$ cat src/rtl/sisr_pkg.sv
// Shared definitions for the serial-input signature register controller:
// FSM state encoding and signature width.
package sisr_pkg;

  localparam int unsigned SIG_W = 4;

  typedef enum logic [2:0] {
    IDLE,
    CLEAR,
    SHIFT,
    CHECK,
    DONE
  } state_t;

endpackage

$ cat src/rtl/sisr4b_en.sv
// 4-bit serial-input signature register, polynomial x^4 + x + 1,
// with synchronous clear and shift enable.
module sisr4b_en
  import sisr_pkg::*;
(
  input  logic             clk,
  input  logic             rst,
  input  logic             clr,
  input  logic             en,
  input  logic             i,
  output logic [SIG_W-1:0] q
);

  always_ff @(posedge clk or posedge rst) begin
    if (rst) begin
      q <= '0;
    end else if (clr) begin
      q <= '0;
    end else if (en) begin
      q <= {q[2], q[1], q[0] ^ q[3], i ^ q[3]};
    end
  end

endmodule

$ cat src/rtl/sisr_ctrl.sv
// Run controller: compresses LEN serial bits into a 4-bit signature and
// compares it against a golden value captured when the run starts.
module sisr_ctrl
  import sisr_pkg::*;
#(
  parameter int unsigned LEN = 16
) (
  input  logic             clk,
  input  logic             rst,
  input  logic             start,
  input  logic             abort,
  input  logic [SIG_W-1:0] expected,
  input  logic             bit_in,
  input  logic             bit_valid,
  output logic             bit_ready,
  output logic             busy,
  output logic             done,
  output logic             pass,
  output logic [SIG_W-1:0] sig
);

  state_t           state, state_nx;
  logic [7:0]       cnt;
  logic [SIG_W-1:0] exp_q;
  logic             pass_q;
  logic             sig_clr, sig_en, cap;

  always_ff @(posedge clk or posedge rst) begin
    if (rst) begin
      state  <= IDLE;
      cnt    <= '0;
      exp_q  <= '0;
      pass_q <= 1'b0;
    end else begin
      state <= state_nx;
      if (sig_clr) begin
        cnt <= '0;
      end else if (sig_en) begin
        cnt <= cnt + 8'd1;
      end
      if (cap) begin
        exp_q <= expected;
      end
      if (abort || sig_clr) begin
        pass_q <= 1'b0;
      end else if (state == CHECK) begin
        pass_q <= (sig == exp_q);
      end
    end
  end

  // Abort overrides every other action, including bit acceptance and clear.
  always_comb begin
    state_nx = state;
    sig_clr  = 1'b0;
    sig_en   = 1'b0;
    cap      = 1'b0;
    case (state)
      IDLE, DONE: begin
        if (start) begin
          cap      = 1'b1;
          state_nx = CLEAR;
        end
      end
      CLEAR: begin
        sig_clr  = 1'b1;
        state_nx = SHIFT;
      end
      SHIFT: begin
        if (bit_valid) begin
          sig_en = 1'b1;
          if (cnt == 8'(LEN - 1)) begin
            state_nx = CHECK;
          end
        end
      end
      CHECK: state_nx = DONE;
      default: state_nx = IDLE;
    endcase
    if (abort) begin
      state_nx = IDLE;
      sig_clr  = 1'b0;
      sig_en   = 1'b0;
      cap      = 1'b0;
    end
  end

  sisr4b_en u_sisr (
    .clk (clk),
    .rst (rst),
    .clr (sig_clr),
    .en  (sig_en),
    .i   (bit_in),
    .q   (sig)
  );

  assign bit_ready = (state == SHIFT);
  assign busy      = (state == CLEAR) || (state == SHIFT) || (state == CHECK);
  assign done      = (state == DONE);
  assign pass      = pass_q;

endmodule

$ cat config.mk
export PLATFORM = sky130hd
export DESIGN_NAME = sisr_ctrl
export DESIGN_NICKNAME = d
export VERILOG_FILES = /design/src/rtl/sisr_pkg.sv /design/src/rtl/sisr4b_en.sv /design/src/rtl/sisr_ctrl.sv
export SDC_FILE = /design/constraint.sdc
export NUM_CORES = 1
export LEC_CHECK = 0
export CAP_MARGIN = 30
export CORE_MARGIN = 5
export CORE_UTILIZATION = 56
export DETAILED_ROUTE_END_ITERATION = 8
export PLACE_DENSITY_LB_ADDON = 0.05
export SKIP_CTS_REPAIR_TIMING = 1
export SYNTH_ARGS = -nofsm -noshare
export SYNTH_HDL_FRONTEND = slang
export SYNTH_SLANG_ARGS = --single-unit
$ cat constraint.sdc
create_clock -name clk -period 2.6 [get_ports clk]
set_input_delay 0.52 -clock clk [delete_from_list [all_inputs] [get_ports clk]]
set_output_delay 0.52 -clock clk [all_outputs]
set_load 0.01 [all_outputs]
==> results of run 1 <==
through the flow:
stage          setup WS [ns]  cells
6_report               0.292    135
5_1_grt                0.197    135
4_1_cts                0.276    135
3_5_place_dp           0.328    131
3_3_place_gp           0.389    131
2_1_floorplan           1.04     92
Yosys cell counts, drive strengths merged (2+ instances only):
cell    count  area [sq um]
a21oi       4          20.0
a22o        5          43.8
and2        2          13.8
and3        3          18.8
buf         5          46.3
dfrtp      20           500
mux2        5          56.3
mux2i       4          40.0
nand2       6          22.5
nand2b      2          12.5
nand3       2          10.0
nand4       2          12.5
nor2        3          11.3
nor3b       2          15.0
nor4        2          12.5
nor4b       3          62.6
xor2        6          52.6
final timing paths:
kind	from	to	slack, ns	depth (start not counted)
setup reg to reg	state[1]	cnt[0]	0.91	3
hold / removal	exp_q[0]	exp_q[0]	0.54	1
max in group asynchronous	rst	state[2]	1.48	2
setup / recovery	state[1]	done	0.29	3
hold reg to reg	exp_q[0]	exp_q[0]	0.54	1
min in group asynchronous	rst	exp_q[1]	0.65	2
layer usage:
layer	vias to the layer above	wire length, microns	global-route usage, %
met5	-	0	0
li1	373	-	-
met3	2	45	2.45
met4	0	19	6.22
met2	16	940	27.0
met1	369	1000	23.1
kinds of logic (layout without fill, tap and decap cells):
family,count (synthesis),after routing
adder cells (fa/ha/maj),1,1
buffers and inverters,6,22
XOR/XNOR,7,7
AO/OA/AOI/OAI,13,13
flip-flops,20,20
multiplexers,9,9
AND/OR/NAND/NOR,36,36
power by group through the flow:
stage                     Clock (mW)  Combinational [mW]  Sequential, mW
after floorplan                    0              0.0955           0.369
after global placement             0               0.124           0.381
after detailed placement           0               0.127           0.382
after CTS                      0.187               0.128           0.376
after global routing           0.198               0.139           0.383
final                          0.186               0.125           0.376
layout by cell type (no fill, tap or decap):
| cell | netlist | layout |
|---|---|---|
| dfrtp_1 | 20 | 20 |
| clkdlybuf4s50_1 | 0 | 17 |
| nand2_1 | 6 | 6 |
| xor2_1 | 6 | 6 |
| mux2_2 | 5 | 5 |
| a22o_1 | 5 | 5 |
| a21oi_1 | 4 | 4 |
| mux2i_1 | 4 | 4 |
| nor2_1 | 3 | 3 |
| and3_1 | 3 | 3 |
| clkbuf_4 | 0 | 3 |
| nor4b_4 | 2 | 2 |
| nand3_1 | 2 | 2 |
| nor4_1 | 2 | 2 |
| nor3b_1 | 2 | 2 |
| nand2b_1 | 2 | 2 |
| nand4_1 | 2 | 2 |
| and2_1 | 1 | 1 |
| nor4b_2 | 1 | 1 |
| nand3b_1 | 1 | 1 |
| and2b_2 | 1 | 1 |
| or4b_1 | 1 | 1 |
| a41o_1 | 1 | 1 |
| nand4b_4 | 1 | 1 |
| nand4bb_4 | 1 | 1 |
| o21ai_0 | 1 | 1 |
| or3_2 | 1 | 1 |
| and4_1 | 1 | 1 |
| and2_2 | 1 | 1 |
| inv_1 | 1 | 1 |
| o31ai_1 | 1 | 1 |
| or4_1 | 1 | 1 |
| xnor2_1 | 1 | 1 |
| nor3_1 | 1 | 1 |
| a31o_2 | 1 | 1 |
| ha_1 | 1 | 1 |
| clkbuf_8 | 0 | 1 |
registers in the layout, indices dropped and copies added (netlist names):
name,count
state,3
cnt,8
u_sisr.q,4
exp_q,4
pass,1
layout make-up:
type                       instances  area [sq um]  share of cell area (%)
timing repair buffer              17           170                    13.0
inverter                           1          3.75                   0.287
tap                               27          33.8                    2.58
sequential                        20           500                    38.3
clock buffer                       4          36.3                    2.78
multi-input combinational         66           563                    43.1
==> flow_results.org, run 1 <==
** Critical path
- Cell with the largest stage delay on the worst path :: dfrtp_1
- On the worst path, the slowest cell contributes a delay of 0.56 ns.
- STA classifies the critical path startpoint as a register.
- The number of buffers and inverters on the critical path is 1.
- Worst Path Required :: 2.08 ns
- Traced cell by cell, the critical path runs through nor2_1 > and2_2 > clkdlybuf4s50_1.
- Worst setup EP type :: output port
- Critical path class :: register to output port
- Cell type group with the largest total delay on the critical path :: flip-flops
- STA puts the critical path data arrival time at 1.79 ns.
- Along the worst path, the maximum fanout reaches 10.

** Yosys
- By area, the combinational part of the netlist is dominated by simple AND/OR/NAND/NOR gates.
- For this run, the leading register cell type out of synthesis is dfrtp_1.
- Post-Synth Adder-Cell Area :: 1.12%
- After technology mapping, the gate count stands at 92.
- Total nets after synthesis :: 103
- Yosys mapped a number of flops with a built-in enable equal to 0.
- Yosys synthesis warning count :: 0
- Compound-gate portion of the synthesized area :: 8.54%
- After synthesis, the mean cell area works out to 12.1 sq um.
- Count of state elements after synthesis :: 20
- Xor and xnor fraction of the mapped netlist area :: about 5.5%
- Area of the mapped netlist :: roughly 1100 sq um
- The synthesized netlist devotes around a quarter of its cell area to simple gates.
- In the synthesized netlist, mux cells make up 8.65% of the area.
- Sequential elements use ~45% of the synthesized area.
- For this run, asynchronously set or reset flops after synthesis account for 100%.
- Number of different library cells in the post-synthesis netlist :: 37

** Clock network
- Clock latency on the worst-skew pair, taken at its later pin, is 0.30 ns.
- Number of buffers inserted during clock tree synthesis :: 3
- Sink count of the clock tree :: 20
- Clock Tree Buf Depth :: 2
- CTS built an H-tree with a depth of 1.
- TritonCTS clock tree :: done
- Clock transition at path regs :: between 0.1 and 0.15 ns
- The tree is rooted in a clkbuf_4.

** Routing
- First-pass iteration count of the detailed router :: 4
- Violation count after the first detailed-route iteration :: 9
- Post-detailed-route wirelength per cell :: 14.9 microns
- Average vias per placed instance :: 5.63
- The routed layout has 760 vias.
- Final ANT Viol Nets :: 0
- DRC violation count after routing :: 0
- Wires add up to 2010 microns.

** Power and ir drop
- Leakage dissipation :: approximately 0.63 nW
- Power per cell area :: 526 nW/um^2
- Clock share of power :: 27.1%
- Flop pwr share :: 54.7%
- After layout, the design draws a total of just under 700 uW.
- Cell internal power was estimated by the tool at 502 uW.
- Combinational logic is responsible for between 15 and 20% of the overall power.
- Of the total power, the share spent switching nets is 26.9%.
- VDD IR max :: 0.353 mV
- Power spent charging and discharging nets :: 185 uW

** Floorplanning
- The floorplan has 16 rows.
- The die is around 55 microns wide.
- Area enclosed by the die boundary :: roughly 3000 sq um
- From bottom edge to top edge, the die measures between 50 and 60 microns.
- In this run the standard cell core region covers 1920 sq um.
- 18 I/O pins were placed.
- Effective utilization at floorplan :: 57.9%

** Cells and area
- For this run, the post-layout net count is 120.
- The number of antenna diodes in the final layout is 0.
- Final core utilization :: 68.0%
- Filler cell count :: 154
- The post-route netlist has between 15 and 20% of its cells at a drive strength greater than 1.
- Area added between synthesis and finish :: 17.4%
- Post-route cell area :: 1310 sq um

** Global route
- Via count of the first global-routing pass :: 804
- The first global-routing pass estimated approximately 3600 microns of wire.
- Entering global routing, the biggest net connects 21 pins.
- The initial antenna violation count is 0.
- Global routing used 16.9% of the available tracks.
- Gr ovfl total :: 0

** Timing
- Share of the clock period used by the worst path after layout :: 88.8%
- Maximum frequency from static timing analysis :: ~430 MHz
- Setup repair after global routing missed its margin :: false
- Final worst path period need :: roughly 2.3 ns
- Clock tree skew after final layout :: 0.00249 ns
- The tightest hold path in the finished design has a slack of approximately 0.54 ns.
- Final setup viols :: 0
- The number of max-slew violations in the final report is 0.
- Worst relative slew slack :: 49.3%
- Worst Tran Pin Value :: about 0.76 ns
- The number of failing hold endpoints at the final stage is 0.
- Total Neg Setup Slack :: 0 ns

** Placement
- Routability-driven placement finished with a final weighted congestion of 0.818.
- During placement, the flow inserted port buffers numbering 17.
- Once placement finished, the instance area stood at around 1300 sq um.
- Post-detailed-placement half-perimeter wirelength :: 1470 microns

** Worst hold path
- The worst hold path belongs to the class register to register.

** Run
- The tool flagged a number of max-cap violations equal to 0.

** Outcome
- The flow ran to the end, and the final reports show no timing, DRC or antenna violations.
Note: power is estimated with default switching activity, not from simulation.
==> inputs of run 2 (changes only) <==
--- a/config.mk
+++ b/config.mk
@@ -9,6 +9,7 @@
 export CORE_MARGIN = 5
 export CORE_UTILIZATION = 56
 export DETAILED_ROUTE_END_ITERATION = 8
+export MAX_ROUTING_LAYER = met4
 export PLACE_DENSITY_LB_ADDON = 0.05
 export SKIP_CTS_REPAIR_TIMING = 1
 export SYNTH_ARGS = -nofsm -noshare
==> run 2 against run 1 <==
  * Via count increased by 0.39%
  * Sequential share of layout area unchanged
  * Power down 0.25%
  * Worst setup slack improved by 0.0036 ns
  * Die area is the same
  * Clock power hardly changed
  * Critical path type unchanged
==> flow_results.org, run 2 (synthesized netlist as in run 1, its figures left out) <==
** Global route
- Via count of the first global-routing pass :: 804 (unchanged)
- Global-route usage over all layers :: 17.5% (+0.54 points)
- Met3 GRT Util :: 2.45% (unchanged)
- The wire length of the first global-routing pass was 3610 microns (-0.19%).
- The global routing usage on met2 is 27.0% (unchanged).
- The pin count of the biggest net entering global routing was 21 (unchanged).
- Layer with the highest usage after global routing :: met2
- The global routing met1 resource utilization is 23.3% (+0.17 points).
- Gr ovfl total :: 0 (unchanged)
- The initial antenna violation count is 0 (unchanged).

** Routing
- The average via count per standard cell was 5.65 (+0.39%).
- Final ANT Viol Nets :: 0 (unchanged)
- The first-pass detailed-route iteration total is 4 (unchanged).
- Violation count after the first detailed-route iteration :: 8 (-1)
- Post-detailed-route wirelength per cell :: 14.9 microns (-0.15%)
- The total detailed-routing wirelength was 2010 microns (-0.15%).
- Total via count in the routed design :: 763 (+0.39%)
- DRC violation count after routing :: 0 (unchanged)

** Cells and area
- The number of non-filler instances in the completed layout came to 135 (unchanged).
- Largest register FFs :: 8 (unchanged)
- Leaving out fill and tap cells, the most frequent cell in the layout is dfrtp_1.
- Number of inserted diodes :: 0 (unchanged)
- Final core utilization :: 68.0% (unchanged)
- The number of nets at the end of the flow is 120 (unchanged).
- Register with the most flip-flops :: cnt
- Area added between synthesis and finish :: 17.4% (unchanged)
- The post-layout instance area is 1310 sq um (unchanged).
- Top Registers :: cnt (8), exp_q (4), u_sisr.q (4)
- Share of post-route cells with drive strength above 1 :: 16.7% (unchanged)
- Most used cells in the layout excluding fill and tap cells :: 20 x dfrtp_1, 17 x clkdlybuf4s50_1, 6 x nand2_1, 6 x xor2_1

** Timing
- Share of the clock period used by the worst path after layout :: 88.6% (-0.14 points)
- Setup repair after global routing left no endpoint under its margin.
- The number of failing hold endpoints at the final stage is 0 (unchanged).
- The actual slew at the worst max-slew pin is 0.763 ns (+0.00325 ns).
- The setup TNS came to 0 ns (unchanged).
- The number of max-slew violations in the final report was 0 (unchanged).
- The relative slew slack was 49.1% (-0.22 points).
- Final worst path period need :: 2.30 ns (-0.00357 ns)
- Maximum frequency from static timing analysis :: 434 MHz (+0.15%)
- Final setup viols :: 0 (unchanged)
- The setup skew after layout was 0.00493 ns (+0.00244 ns).

** Clock network
- The number of buffers added by the clock tree synthesis step came to 3 (unchanged).
- In this run the clock root is driven by a clkbuf_4.
- The number of buffers on the longest clock path is 2 (unchanged).
- Clock latency of the later-clocked register in the worst-skew pair :: 0.30 ns (about the same)
- Sink count of the clock tree :: 20 (unchanged)
- The clock slew seen by the registers of the worst setup and hold paths is 0.12 ns (about the same).
- The depth of the CTS H-tree was 1 (unchanged).
- TritonCTS clock tree :: done

** Power and ir drop
- Clock share of power :: 26.9% (-0.2 points)
- Power spent charging and discharging nets :: 184 uW (-0.91%)
- The overall power consumption was 686 uW (-0.25%).
- Power per cell area :: 525 nW/um^2 (-0.25%)
- The reported leakage power is 0.633 nW (unchanged).
- Gate power share :: 18.2% (about the same)
- The fraction of power spent switching nets was 26.8% (-0.18 points).
- The internal cell power was 502 uW (about the same).
- The part of the total power dissipated in sequential elements is 54.9% (+0.2 points).
- VDD IR max :: 0.349 mV (-1.0%)

** Floorplanning
- Width of the die :: 54.6 microns (unchanged)
- The die outline area was 2980 sq um (unchanged).
- The area of the core came to 1920 sq um (unchanged).
- The number of placement rows is 16 (unchanged).
- Die span in y :: 54.6 microns (unchanged)
- The number of ports placed on the die boundary is 18 (unchanged).
- The effective utilization at floorplan came to 57.9% (unchanged).

** Placement
- The count of input and output buffers came to 17 (unchanged).
- DP Cell Count :: 131 (unchanged)
- The placed standard-cell area was 1270 sq um (unchanged).
- The final HPWL from detailed placement was 1470 microns (unchanged).
- The placer congestion estimate was 0.830 (+1.5%).

** Outcome
- Status :: completed

** Critical path
- Reg2Reg Launch Point :: state[1]
- Worst Path Max Fanout :: 10 (unchanged)
- Capture point of the worst reg-to-reg path :: cnt[0]
- The data arrival time of the critical path came to 1.78 ns (about the same).
- In this run the worst setup path begins at state[1].
- The number of cells traversed by the worst register-to-register path was 3 (unchanged).
- By startpoint and endpoint, the worst setup path is classified as register to output port.
- Kind of start point of the critical path :: register
- Worst setup EP type :: output port
- Worst Path Required :: 2.08 ns (about the same)
- R2R setup slack :: 0.92 ns (about the same)

** Worst hold path
- Class of the most critical hold timing path :: register to register
- The path with the worst hold slack has its endpoint at exp_q[0].
- Hold Path Origin :: exp_q[0]
- Hold Crit Depth :: 1 (unchanged)

** Run
- Number of max-cap violations :: 0 (unchanged)
==> run 2: layout make-up <==
cell class / count / area (sq um)
clock buffer: 4 / 36.3
fill: 154 / 614
inverter: 1 / 3.75
multi-input combinational: 66 / 563
sequential: 20 / 500
tap: 27 / 33.8
timing repair buffer: 17 / 170
==> run 2: critical path: stages (launching register included) <==
cell and delay, ns:
dfrtp_1 0.56, nor2_1 0.24, and2_2 0.17, clkdlybuf4s50_1 0.52
==> run 2: routing by layer <==
| layer | routed length [microns] | vias to the layer above |
|---|---|---|
| met4 | 19 | 0 |
| met1 | 1000 | 372 |
| met5 | 0 | - |
| met3 | 46 | 2 |
| met2 | 939 | 16 |
| li1 | - | 373 |
==> run 2: stage by stage <==
step	hold WS, ns	setup WS [ns]
6_report	0.538	0.296
5_1_grt	0.585	0.193
4_1_cts	0.543	0.276
3_5_place_dp	0.516	0.328
3_3_place_gp	0.511	0.389
2_1_floorplan	0.484	1.04
==> run 2: power groups by stage <==
stage	logic (mW)	registers (mW)	clock network (mW)
3_5_place_dp	0.127	0.382	0
3_3_place_gp	0.124	0.381	0
5_1_grt	0.139	0.383	0.200
2_1_floorplan	0.0955	0.369	0
4_1_cts	0.128	0.376	0.187
6_report	0.125	0.376	0.185
==> run 2: worst max path at each step <==
stage | endpoint | cells after the start
global route | done | 3
finish | done | 3
global placement | cnt[0] | 4
detailed placement | cnt[0] | 4
CTS | done | 3
floorplan | cnt[0] | 4
==> inputs of run 3 (changes only) <==
--- a/config.mk
+++ b/config.mk
@@ -7,11 +7,12 @@
 export LEC_CHECK = 0
 export CAP_MARGIN = 30
 export CORE_MARGIN = 5
-export CORE_UTILIZATION = 56
+export CORE_UTILIZATION = 55
 export DETAILED_ROUTE_END_ITERATION = 8
 export MAX_ROUTING_LAYER = met4
 export PLACE_DENSITY_LB_ADDON = 0.05
 export SKIP_CTS_REPAIR_TIMING = 1
 export SYNTH_ARGS = -nofsm -noshare
 export SYNTH_HDL_FRONTEND = slang
+export SYNTH_HIERARCHICAL = 1
 export SYNTH_SLANG_ARGS = --single-unit
==> run 3 against run 2 <==
  * Sequential share of layout area down 0.18 points
  * Via count up 8.9%
  * Largest cell class unchanged
  * Sequential power rose by 3%
  * Power up 19%
  * First-iteration DRC count rose to 3.0 times the previous value
  * Synthesized cell count rose by 16%
  * Worst hold slack got worse by 0.15 ns
  * Die area grew 0.18%
  * Final area up 0.48%
  * Core utilization is 0.33 points higher
  * Register-to-register slack worse by 0.03 ns
==> flow_results.org, run 3 <==
** Cells and area
- Leaving out fill and tap cells, the most frequent cell in the layout is dfrtp_1.
- Layout net count :: 134 (+12%)
- In the layout the commonest cells are 20 x dfrtp_1, 17 x clkdlybuf4s50_1, 11 x nor2_1.
- Area added between synthesis and finish :: 19.9%
- The antenna diode count is 0 (unchanged).
- The fraction of final layout cells sized beyond drive strength 1 came to 11.5% (-5.2 points).
- The final core utilization is 68.4% (+0.33 points).
- The number of flip-flops in the largest register came to 8 (unchanged).
- The area taken by multi-input logic gates was 531 sq um (-5.8%).
- Top Registers :: cnt (8), exp_q (4), u_sisr/q (4)
- Filler cell count :: 155 (+0.65%)
- Register with the most flip-flops :: cnt
- Footprint of the flip-flops and latches :: 500 sq um (unchanged)

** Yosys
- The synthesized area per cell is 10.2 sq um (-15%).
- The number of distinct library cells after synthesis is 36 (-2.7%).
- Synth top area cells :: dfrtp_1 46%, mux2i_1 4.6%, mux2_2 4.1%, nor2_1 3.8%, xor2_1 3.2%
- The post-synthesis instance area came to 1100 sq um (-1.6%).
- Count of state elements after synthesis :: 20 (unchanged)
- Number of flops mapped to enable cells by yosys :: 0 (unchanged)
- The proportion of register bits with asynchronous set or reset after synthesis was 100% (unchanged).
- Total nets after synthesis :: 118 (+15%)
- The area share of the largest cell type after synthesis came to 45.7% (+0.72 points).
- The synthesized design spends more area on one cell type than any other, namely dfrtp_1.
- Cell count after synthesis :: 107 (+16%)
- Leading post-synthesis cells by instance count :: 20 x dfrtp_1, 11 x nor2_1
- Yosys synthesis warning count :: 6 (+6)
- For this run, the leading register cell type out of synthesis is dfrtp_1.
- The proportion of synthesized chip area in sequential cells is 45.7% (+0.72 points).
- Yosys instantiated no cell more often than dfrtp_1.

** Placement
- The final HPWL from detailed placement is 1570 microns (+6.6%).
- The post-placement setup slack was 0.313 ns (-0.0143 ns).
- Count of input and output buffers :: 17 (unchanged)
- Final RePlAce weighted congestion :: 0.793 (-4.6%)

** Timing
- Clock tree skew after final layout :: 0.00403 ns (-0.000904 ns)
- Setup repair after global routing left no endpoint under its margin.
- The number of setup violations in the final report came to 0 (unchanged).
- Worst relative slew slack :: 57.4% (+8.3 points)
- The smallest setup slack after layout was 0.388 ns (+0.0922 ns).
- The final clock period utilization by the worst path was 85.1% (-3.5 points).
- The final critical path time including I/O delays and setup was 2.21 ns (-0.0922 ns).
- Final hold violation count :: 0 (unchanged)
- Number of pins exceeding their max-slew limit in the final report :: 0 (unchanged)
- The fmax is 452 MHz (+4.2%).
- Total Neg Setup Slack :: 0 ns (unchanged)
- The actual slew at the worst max-slew pin is 0.639 ns (-0.124 ns).

** Floorplanning
- Placeable core region :: 1920 sq um (unchanged)
- IO Count :: 18 (unchanged)
- The number of placement rows came to 16 (unchanged).
- The effective utilization at floorplan was 57.0% (-0.91 points).
- The die outline width came to 54.6 microns (about the same).
- The vertical die dimension came to 54.6 microns (about the same).
- Area enclosed by the die boundary :: 2990 sq um (+0.18%)

** Routing
- The number of violations reported at the end of detailed-routing iteration 0 came to 24 (+16).
- DRC violation count after routing :: 0 (unchanged)
- The routed wire length per instance is 14.4 microns (-3.3%).
- The total detailed-routing wirelength came to 2140 microns (+6.7%).
- The total vias in the final route is 831 (+8.9%).
- The average via count per standard cell was 5.58 (-1.3%).
- Final ANT Viol Nets :: 0 (unchanged)
- First-pass iteration count of the detailed router :: 4 (unchanged)

** Critical path
- Worst Path Max Fanout :: 10 (unchanged)
- The worst setup path is launched from a register.
- The minimum setup slack among reg-to-reg paths is 0.89 ns (-0.03 ns).
- Worst setup EP type :: output port
- The data arrival time of the critical path was 1.69 ns (-0.09 ns).
- The setup path with the least slack is of type register to output port.
- Worst Path Required :: 2.08 ns (about the same)

** Outcome
- Status :: completed

** Clock network
- The clock sink count is 20 (unchanged).
- TritonCTS clock tree :: done
- The clock network latency to the later pin of the worst-skew pair came to 0.31 ns (about the same).
- Clock transition at path regs :: 0.12 ns (about the same)
- H-tree levels :: 1 (unchanged)
- Cell at the root of the clock tree :: clkbuf_4
- Number of buffers inserted during clock tree synthesis :: 3 (unchanged)
- Clock Tree Buf Depth :: 2 (unchanged)

** Global route
- The total overflow reported by the global router came to 0 (unchanged).
- The initial antenna violation count is 0 (unchanged).
- The number of global-route vias before repair was 790 (-1.7%).
- Pin count of the biggest net entering global routing :: 17 (-19%)
- Wire length of the first global-routing pass :: 3550 microns (-1.7%)
- The total routing usage reported by global routing came to 17.3% (-0.20 points).

** Worst hold path
- Class of the most critical hold timing path :: input pin to asynchronous set/reset pin

** Run
- The number of maximum-capacitance violations came to 0 (unchanged).

** Power and ir drop
- VDD IR max :: 0.488 mV (+40%)
- The reported leakage power is 0.547 nW (-14%).
- The power density over the cells was 621 nW/um^2 (+18%).
-- run 3: cell types whose count changed in the layout (fill, tap and decap cells not counted), sizes merged, moves of 2 or more --
cell	delta
and3	-3
nor2	+8
a211oi	+2
inv	+4
nor4	+2
xnor2	+2
xor2	-2
nand4	-2
nor4b	-3
nand3	+3
or4	+2
a22o	-5
-- run 3: final timing paths --
kind	startpoint	to	cells past startpoint
worst max-delay path	state[0]	done	3
worst min-delay path	rst	u_sisr/q[2]	2
worst max register to register	state[1]	cnt[5]	3
worst min register to register	cnt[7]	cnt[7]	2
max in group asynchronous	rst	state[0]	2
min in group clk	cnt[7]	cnt[7]	2
-- run 3: power breakdown --
part | switching [mW] | internal, mW
sequential | 0.0421 | 0.347
clock | 0.104 | 0.156
combinational | 0.0731 | 0.0935
total | 0.219 | 0.597
-- run 3: logic make-up after synthesis --
kind of cell / Yosys count / share of synthesized area [%]
xor gates and xnor gates: 7 / 5.59
DFF: 20 / 45.7
AOI/OAI and AO/OA: 15 / 10.3
adders and majority gates: 1 / 1.14
and+or+nand+nor: 43 / 22.7
buffers and inverters: 12 / 5.93
muxes: 9 / 8.68
-- run 3: layout make-up --
type                       instances  share of cell area, %
tap                               27                   2.57
inverter                           5                   1.43
sequential                        20                   38.1
timing repair buffer              18                   13.5
multi-input combinational         75                   40.4
clock buffer                       3                   1.71
clock inverter                     1                   2.29
-- run 3: critical path, stage by stage (launching register included) --
cell and delay [ns]:
dfrtp_1 0.51, nor2_1 0.20, and2_1 0.14, clkdlybuf4s50_1 0.53
-- run 3: routing by layer --
| layer | up-vias | wire [microns] | share of wire [%] | global-route usage (%) |
|---|---|---|---|---|
| met5 | - | 0 | 0 | - |
| met4 | 0 | 31 | 1.4 | 8.30 |
| met3 | 4 | 114 | 5.3 | 4.09 |
| met2 | 22 | 972 | 45 | 24.2 |
| met1 | 397 | 1020 | 48 | 23.2 |
| li1 | 408 | - | - | - |
-- run 3: metrics by stage --
step / area [sq um] / power [mW] / hold slack [ns] / cells
after floorplan: 1100 / 0.497 / 0.286 / 107
after global placement: 1260 / 0.556 / 0.512 / 145
after detailed placement: 1260 / 0.563 / 0.521 / 145
after CTS: 1310 / 0.824 / 0.383 / 149
after global routing: 1310 / 0.858 / 0.379 / 149
final: 1310 / 0.816 / 0.392 / 149
